===== src/rtl/ex_muldiv_unit.sv =====
// Iterative RV32M multiply/divide unit for the EX stage: one bit per cycle,
// with an early exit for divide-by-zero and signed-overflow cases.
//   state  | meaning
//   IDLE   | ready for a new operation
//   BUSY   | WIDTH shift/add or shift/subtract iterations
//   DONE   | result presented (valid_o) for one cycle
module ex_muldiv_unit #(
    parameter  int WIDTH   = 32,
    parameter  int NUM_FWD = 2,
    localparam int SELW    = $clog2(NUM_FWD + 1)
) (
    input  logic                     clk,
    input  logic                     rst,
    input  logic                     start_i,
    input  logic                     flush_i,
    input  logic [2:0]               op_i,
    input  logic [WIDTH-1:0]         rs1_data_i,
    input  logic [WIDTH-1:0]         rs2_data_i,
    input  logic [NUM_FWD*WIDTH-1:0] fwd_data_i,
    input  logic [SELW-1:0]          fwdA_sel_i,
    input  logic [SELW-1:0]          fwdB_sel_i,
    input  logic [4:0]               rd_i,
    output logic [4:0]               rd_o,
    output logic                     ready_o,
    output logic                     busy_o,
    output logic                     stall_o,
    output logic                     valid_o,
    output logic [WIDTH-1:0]         result_o
);

    localparam int CNTW = $clog2(WIDTH);

    typedef enum logic [1:0] {S_IDLE, S_BUSY, S_DONE} state_t;

    state_t            r_state;
    logic [CNTW-1:0]   r_cnt;
    logic [2:0]        r_op;
    logic [4:0]        r_rd;
    logic [WIDTH-1:0]  r_m;
    logic [WIDTH-1:0]  r_hi;
    logic [WIDTH-1:0]  r_lo;
    logic [WIDTH-1:0]  r_result;
    logic              r_neg;
    logic              r_negr;

    logic [WIDTH-1:0]  w_opa, w_opb;
    logic              w_is_div, w_a_signed, w_b_signed, w_sa, w_sb;
    logic [WIDTH-1:0]  w_mag_a, w_mag_b;
    logic              w_div0, w_ovf;
    logic [WIDTH-1:0]  w_early_res;

    logic [WIDTH:0]    w_shift, w_sum;
    logic [WIDTH-1:0]  w_diff, w_nhi, w_nlo;
    logic              w_ge;
    logic [2*WIDTH-1:0] w_prod;
    logic [WIDTH-1:0]  w_quo, w_rem, w_final;

    always_comb begin
        w_opa = rs1_data_i;
        w_opb = rs2_data_i;
        for (int k = 1; k <= NUM_FWD; k++) begin
            if (fwdA_sel_i == SELW'(k)) w_opa = fwd_data_i[(k-1)*WIDTH +: WIDTH];
            if (fwdB_sel_i == SELW'(k)) w_opb = fwd_data_i[(k-1)*WIDTH +: WIDTH];
        end
    end

    // Signed ops run on magnitudes; the sign is reapplied on completion.
    always_comb begin
        w_is_div    = op_i[2];
        w_a_signed  = (op_i == 3'd1) | (op_i == 3'd2) | (op_i[2] & ~op_i[0]);
        w_b_signed  = (op_i == 3'd1) | (op_i[2] & ~op_i[0]);
        w_sa        = w_a_signed & w_opa[WIDTH-1];
        w_sb        = w_b_signed & w_opb[WIDTH-1];
        w_mag_a     = w_sa ? -w_opa : w_opa;
        w_mag_b     = w_sb ? -w_opb : w_opb;
        w_div0      = w_is_div & (w_opb == '0);
        w_ovf       = w_is_div & ~op_i[0] & (w_opa == {1'b1, {(WIDTH-1){1'b0}}}) & (w_opb == '1);
        w_early_res = w_div0 ? (op_i[1] ? w_opa : '1) : (op_i[1] ? '0 : w_opa);
    end

    always_comb begin
        w_shift = {r_hi, r_lo[WIDTH-1]};
        w_ge    = (w_shift >= {1'b0, r_m});
        w_diff  = w_shift[WIDTH-1:0] - r_m;
        w_sum   = {1'b0, r_hi} + (r_lo[0] ? {1'b0, r_m} : '0);
        if (r_op[2]) begin
            w_nhi = w_ge ? w_diff : w_shift[WIDTH-1:0];
            w_nlo = {r_lo[WIDTH-2:0], w_ge};
        end else begin
            w_nhi = w_sum[WIDTH:1];
            w_nlo = {w_sum[0], r_lo[WIDTH-1:1]};
        end
        w_prod = {w_nhi, w_nlo};
        if (r_neg) w_prod = -w_prod;
        w_quo = r_neg  ? -w_nlo : w_nlo;
        w_rem = r_negr ? -w_nhi : w_nhi;
        if (r_op[2])
            w_final = r_op[1] ? w_rem : w_quo;
        else
            w_final = (r_op[1:0] == 2'd0) ? w_prod[WIDTH-1:0] : w_prod[2*WIDTH-1:WIDTH];
    end

    always_ff @(posedge clk) begin
        if (rst) begin
            r_state  <= S_IDLE;
            r_cnt    <= '0;
            r_op     <= '0;
            r_rd     <= '0;
            r_m      <= '0;
            r_hi     <= '0;
            r_lo     <= '0;
            r_result <= '0;
            r_neg    <= 1'b0;
            r_negr   <= 1'b0;
        end else if (flush_i) begin
            r_state <= S_IDLE;
            r_cnt   <= '0;
        end else begin
            case (r_state)
                S_IDLE: begin
                    if (start_i) begin
                        r_op   <= op_i;
                        r_rd   <= rd_i;
                        r_neg  <= w_sa ^ w_sb;
                        r_negr <= w_sa;
                        r_hi   <= '0;
                        r_cnt  <= '0;
                        r_m    <= w_is_div ? w_mag_b : w_mag_a;
                        r_lo   <= w_is_div ? w_mag_a : w_mag_b;
                        if (w_div0 | w_ovf) begin
                            r_result <= w_early_res;
                            r_state  <= S_DONE;
                        end else begin
                            r_state <= S_BUSY;
                        end
                    end
                end
                S_BUSY: begin
                    r_hi <= w_nhi;
                    r_lo <= w_nlo;
                    if (r_cnt == CNTW'(WIDTH - 1)) begin
                        r_cnt    <= '0;
                        r_result <= w_final;
                        r_state  <= S_DONE;
                    end else begin
                        r_cnt <= r_cnt + CNTW'(1);
                    end
                end
                S_DONE:  r_state <= S_IDLE;
                default: r_state <= S_IDLE;
            endcase
        end
    end

    // A flush arriving in DONE suppresses the result in that same cycle.
    always_comb begin
        ready_o  = (r_state == S_IDLE);
        busy_o   = (r_state == S_BUSY);
        valid_o  = (r_state == S_DONE) & ~flush_i;
        stall_o  = busy_o | (start_i & ready_o) | ((r_state == S_DONE) & ~valid_o);
        result_o = r_result;
        rd_o     = r_rd;
    end

endmodule


===== config.mk =====
export PLATFORM = sky130hd
export DESIGN_NAME = ex_muldiv_unit
export DESIGN_NICKNAME = d
export VERILOG_FILES = /design/src/rtl/ex_muldiv_unit.sv
export SDC_FILE = /design/constraint.sdc
export NUM_CORES = 1
export LEC_CHECK = 0
export BUFFER_PORTS_ARGS = -buffer_cell sky130_fd_sc_hd__buf_2
export CORE_UTILIZATION = 40
export CTS_CLUSTER_DIAMETER = 50
export CTS_CLUSTER_SIZE = 28
export DETAILED_ROUTE_END_ITERATION = 10
export GPL_ROUTABILITY_DRIVEN = 0
export PLACE_DENSITY = 0.61
export SLEW_MARGIN = 20
export SYNTH_ARGS = -nofsm -noshare
export SYNTH_HDL_FRONTEND = slang
export SYNTH_SLANG_ARGS = --single-unit

===== constraint.sdc =====
create_clock -name clk -period 5.65 [get_ports clk]
set_input_delay 0 -clock clk [delete_from_list [all_inputs] [get_ports clk]]
set_output_delay 0 -clock clk [all_outputs]
set_load 0.05 [all_outputs]

### After elaboration in Yosys (flattened, before gate mapping)

Index checks and enable logic that the tools add are counted.

| operators by class | value |
|---|---|
| add/sub/neg operators | 8 |
| order comparisons | 1 |
| equal/unequal tests | 14 |
| muxes and demuxes | 36 |
| bitwise logic cells | 19 |
| reductions and logical operators | 10 |

Operators with widths:

| cell | number |
|---|---|
| two-way mux 32 bit | 25 |
| case mux 32 bit (2 select lines) | 3 |
| negator 32 bit | 4 |
| == test 32 bit, second input constant | 2 |
| two-way mux 64 bit | 1 |
| negator 64 bit | 1 |
| adder 32 x 32 -> 33 bit | 1 |
| greater-or-equal comparator 33 x 32 -> 1 bit | 1 |
| zero test 32 bit | 1 |
| subtractor 32 bit | 1 |
| two-way mux 5 bit | 2 |
| case mux 5 bit (2 select lines) | 1 |
| bitwise AND 1 bit | 9 |
| == test 2 x 1 -> 1 bit, second input constant | 3 |
| == test 2 bit, second input constant | 3 |
| two-way mux 2 bit | 3 |
| OR 1 bit | 6 |
| AND reduction 3 bit | 2 |
| adder 5 x 1 -> 5 bit, second input constant | 1 |
| == test 5 bit, second input constant | 1 |
| AND reduction 5 bit | 1 |
| zero test 2 bit | 2 |
| != test 2 x 1 -> 1 bit, second input constant | 2 |
| case mux 2 bit (2 select lines) | 1 |
| other kinds (8) | 11 |

| word-level totals | value |
|---|---|
| register bits after elaboration | 145 |
| bits of input ports | 144 |
| logic and storage cells | 98 |

### Logic depth before layout (Yosys ltp)

| depth | value |
|---|---|
| word-level depth | 10 |
| gate-level depth with buffers | 24 |
| gate-level depth less buffers | 22 |

### Worst setup path after synthesis

OpenSTA, ideal clock, no wires.

| timing | value |
|---|---|
| path kind | flip-flop to flip-flop |
| start point | register r_op[2] |
| end point | register r_result[12] (netlist: result_o[12]) |
| setup time | 0.134 ns |
| data arrival time | 5.736 ns |
| data required time | 5.516 ns |
| slack | -0.220 ns |
| stages on the path, launching flop included | 23 |
| clock period less this slack | 5.870 ns |
| cells stage by stage | dfxtp_1 clkbuf_1 clkbuf_1 buf_1 clkbuf_1 buf_1 clkbuf_1 buf_1 mux2_2 inv_1 ha_1 nor3b_1 o2111ai_1 nor2_1 o2111ai_1 or2_2 nor2_1 nand2_1 or3_1 o21ai_0 xor2_1 a221oi_1 a211oi_1 |

| between the ends | value |
|---|---|
| cells in the longest elaborated chain, start to end | 7 |
| elaborated cells between the ends (all ways) | 13 |
| those cells by class | add/sub (3); mux (10) |

RTL lines:

| what | RTL line | text |
|---|---|---|
| start: declaration | 37 | `logic [2:0] r_op;` |
| start signal: assignment | 122 | `r_op <= op_i;` |
| two-way mux 32 bit | 86 | `if (r_op[2]) begin` |
| negator 64 bit, or another cell as far along | 94 | `if (r_neg) w_prod = -w_prod;` |
| two-way mux 64 bit, or another cell as far along | 94 |  |
| two-way mux 32 bit (on tied branches) | 100, 98 |  |
| two-way mux 32 bit * | 97 | `if (r_op[2])` |
| two-way mux 32 bit * | 141 | `if (r_cnt == CNTW'(WIDTH - 1)) begin` |
| case mux 32 bit (2 select lines) * | 119 | `case (r_state)` |
| end signal: assignment | 131 | `r_result <= w_early_res;` |
| end signal: assignment | 143 | `r_result <= w_final;` |
| end: declaration | 42 | `logic [WIDTH-1:0] r_result;` |

Mark *: on every way between the ends. The rest lies on a longest branch, timed or not. The select of a mux whose other input is x is not followed.
A chain may end at the register's enable or synchronous reset.

### Worst setup path after layout

| timing | value |
|---|---|
| start point | register r_lo[0] |
| end point | register r_result[31] (netlist: result_o[31]) |

| between the ends | value |
|---|---|
| cells in the longest elaborated chain, start to end | 9 |
| elaborated cells between the ends (all ways) | 15 |
| those cells by class | add/sub (4); mux (11) |

RTL lines:

| what | RTL line | text |
|---|---|---|
| start: declaration | 41 | `logic [WIDTH-1:0] r_lo;` |
| start signal: assignment | 129 | `r_lo <= w_is_div ? w_mag_a : w_mag_b;` |
| start signal: assignment | 140 | `r_lo <= w_nlo;` |
| two-way mux 32 bit | 85 | `w_sum = {1'b0, r_hi} + (r_lo[0] ? {1'b0, r_m} : '0);` |
| adder 32 x 32 -> 33 bit | 85 |  |
| two-way mux 32 bit | 86 |  |
| negator 64 bit, or another cell as far along | 94 |  |
| two-way mux 64 bit, or another cell as far along | 94 |  |
| two-way mux 32 bit (on tied branches) | 100, 98 |  |
| two-way mux 32 bit * | 97 |  |
| two-way mux 32 bit * | 141 |  |
| case mux 32 bit (2 select lines) * | 119 |  |

Marks and branches as above.

==> qor.csv <==
metric,value,unit
grt_start_max_net_pins,79,
grt_usage,32.7,%
setup_viol,0,
dominantRegCellSynth,dfxtp_1,
cp-start-kind,flop,
cts_tree,built,
cp_max_fo,9,
antenna_found_initial,2,
critPathBufInv,1,
post-dp-hpwl,60400,µm
worst-setup-path-type,reg2reg,
synthSimpleGateAreaFrac,24.8,%
synthTopCellsByCount,"nor2_1, a21oi_1, nand2_1, clkbuf_1",
synth_compound_area_share,33.1,%
muxShareOfSynthArea,6.72,%
leakage,8.26,nW
hold_viol_final,0,
insertion_delay,460,ps
synthAdderAreaFrac,6.08,%
synth_top_family_by_area,compound AO/OA/AOI/OAI gates,
drive_gt1_share,15.2,%
crit_chain,and2_1 -> ha_1 -> inv_1 -> fa_1 -> nor2b_1 -> o2111ai_1 -> a21o_1 -> a211oi_1 -> o21a_1 -> o21ai_0 -> a2111oi_0 -> nand4_1 -> or4b_1 -> nor4_1 -> mux2_2 -> o21ai_1 -> o21ai_1,
clk_path_buf_depth,2,
synthArstFlopShare,0,%
area_delta_synth_final,13.2,%
wl,78400,µm
core_area,0.0446,mm²
required,5990,ps
root_buffer,clkbuf_16,
timing.hold.ws,55.9,ps
worstMarginPinSlew,1190,ps
cp_common_cell,o21ai_1,
synth_area,0.0182,mm²
start_util,40.9,%
die_area,0.0464,mm²
period_needed,5400,ps
synth_xor_area_share,7.64,%
die_w,215,µm
fillers,4523,
synth.area.top_cells,"dfxtp_1, a21oi_1, mux2i_1, nor2_1, nand2_1",
nNetsFinal,2922,
clk_pin_slew,70,ps
synth_seq_cells,145,
port_buffers,184,
cpMaxStageDelayCell,or4b_1,
grt_overflow,0,
vias,21600,
synth_cells,2585,
hold_path_class,in2reg,
rows,77,
cpLargestDelayFamily,compound AO/OA/AOI/OAI gates,
cts_buffers,17,
htreeDepth,4,
grt_pass1_wl,119000,µm
yosysMostFrequentCell,nor2_1,
dr.pass1.iters,6,
max-slew-margin-rel,18.5,%
status,"finished, final reports clean",
syn_avg_cell_area,7.05,µm²
drc,0,
via_per_inst,6.52,
max_clock_freq,185,MHz
fin_tns_setup,0,ps
max_cap_violations,0,
end_kind,flop,
wl_per_cell,23.7,µm
rsz0062_at_grt,false,
first_global_vias,20000,
io_pins,185,
power_density,200,mW/mm²
final_max_slew_viol_count,0,
cts_sinks,145,
post-route-period-util,95.6,%
synth_top_area_cell,dfxtp_1,
drtAntennaViolNets,0,
yosys.area.top_type_share,15.9,%
synth_edf_count,0,
yosysWarnings,0,
ys_seq_area_share,15.9,%
ys_types,99,
die_h,215,µm
max_stage_delay,680,ps
crit_arrival,5740,ps
clock-skew-final,21.6,ps
first_iter_violations,2780,
vdd_drop_max,0.230,mV
synthesis.nets,2802,
[flip-flops by register name, indices dropped and copies added, names as in the netlist]
| register | cells |
|---|---|
| r_hi | 32 |
| rd_o | 5 |
| r_m | 32 |
| r_negr | 1 |
| r_lo | 32 |
| r_state | 2 |
| r_cnt | 5 |
| result_o | 32 |
| r_op | 3 |
| r_neg | 1 |
[cell type report]
cell class / count / area, µm² / area share [%]
Clock inverter: 12 / 156 / 0.758
Multi-Input combinational cell: 2176 / 14300 / 69.6
Sequential cell: 145 / 2910 / 14.1
Tap cell: 592 / 741 / 3.59
Antenna cell: 1 / 2.50 / 0.0121
Timing Repair Buffer: 289 / 1750 / 8.47
Clock buffer: 20 / 437 / 2.12
Inverter: 76 / 285 / 1.38
[worst paths after layout]
check	startpoint	cells after the start	slack, ps	endpoint
setup / recovery	r_lo[0]	17	250	result_o[31]
hold / removal	op_i[2]	3	60	r_op[2]
setup reg to reg	r_lo[0]	17	250	result_o[31]
hold reg to reg	rd_o[3]	2	460	rd_o[3]
[worst min-delay path, cell delays in order]
cell	delay [ps]
buf_4	280
nand2_1	120
a21oi_1	70
[routing by layer]
| layer | vias to the layer above | track usage, % | wire length, µm |
|---|---|---|---|
| met2 | 1349 | 51.8 | 33900 |
| met4 | 2 | 17.9 | 4970 |
| met3 | 297 | 6.75 | 8390 |
| li1 | 9896 | - | - |
| met1 | 10000 | 41.5 | 31100 |
| met5 | - | 0 | 11 |
[where the power goes]
group	switching, mW	internal (mW)	total [mW]
Clock	0.510	0.697	1.21
Combinational	1.19	0.620	1.81
Sequential	0.0530	1.07	1.12
[cells in the final DEF, fill, tap and decap left out, types with 71 or more instances in the layout]
cell / n
a211oi_1: 107
a21oi_1: 252
buf_2: 181
buf_4: 100
dfxtp_1: 143
ha_1: 71
inv_1: 74
mux2i_1: 110
nand2_1: 251
nor2_1: 269
o21ai_0: 145
xor2_1: 88
[cells by family (layout without fill, tap and decap cells)]
logic type,after synthesis,after routing
AO/OA/AOI/OAI,894,894
XOR/XNOR,159,159
adder cells (fa/ha/maj),91,91
buffers and inverters,264,397
flip-flops,145,145
multiplexers,121,121
other,0,1
AND/OR/NAND/NOR,911,911
[stage by stage]
step,instances,power [mW],worst slack (ps),util [%],area (µm²)
detailed placement,3269,2.86,133,44.6,19900
global placement,3269,2.85,351,44.6,19900
CTS,3308,4.06,95.5,46.1,20600
floorplan,2585,2.31,3.10,-,18200
finish,3311,4.13,251,46.2,20600
global route,3310,4.29,23.6,46.2,20600
[timing repair]
action                                  CTS  global route
endpoints found under the hold margin     7             0
hold buffers                              7             0
buffers inserted                          0             2
gates resized for setup                   0             8
endpoints found under the setup margin    0            11
Note: power is estimated with default switching activity, not from simulation.
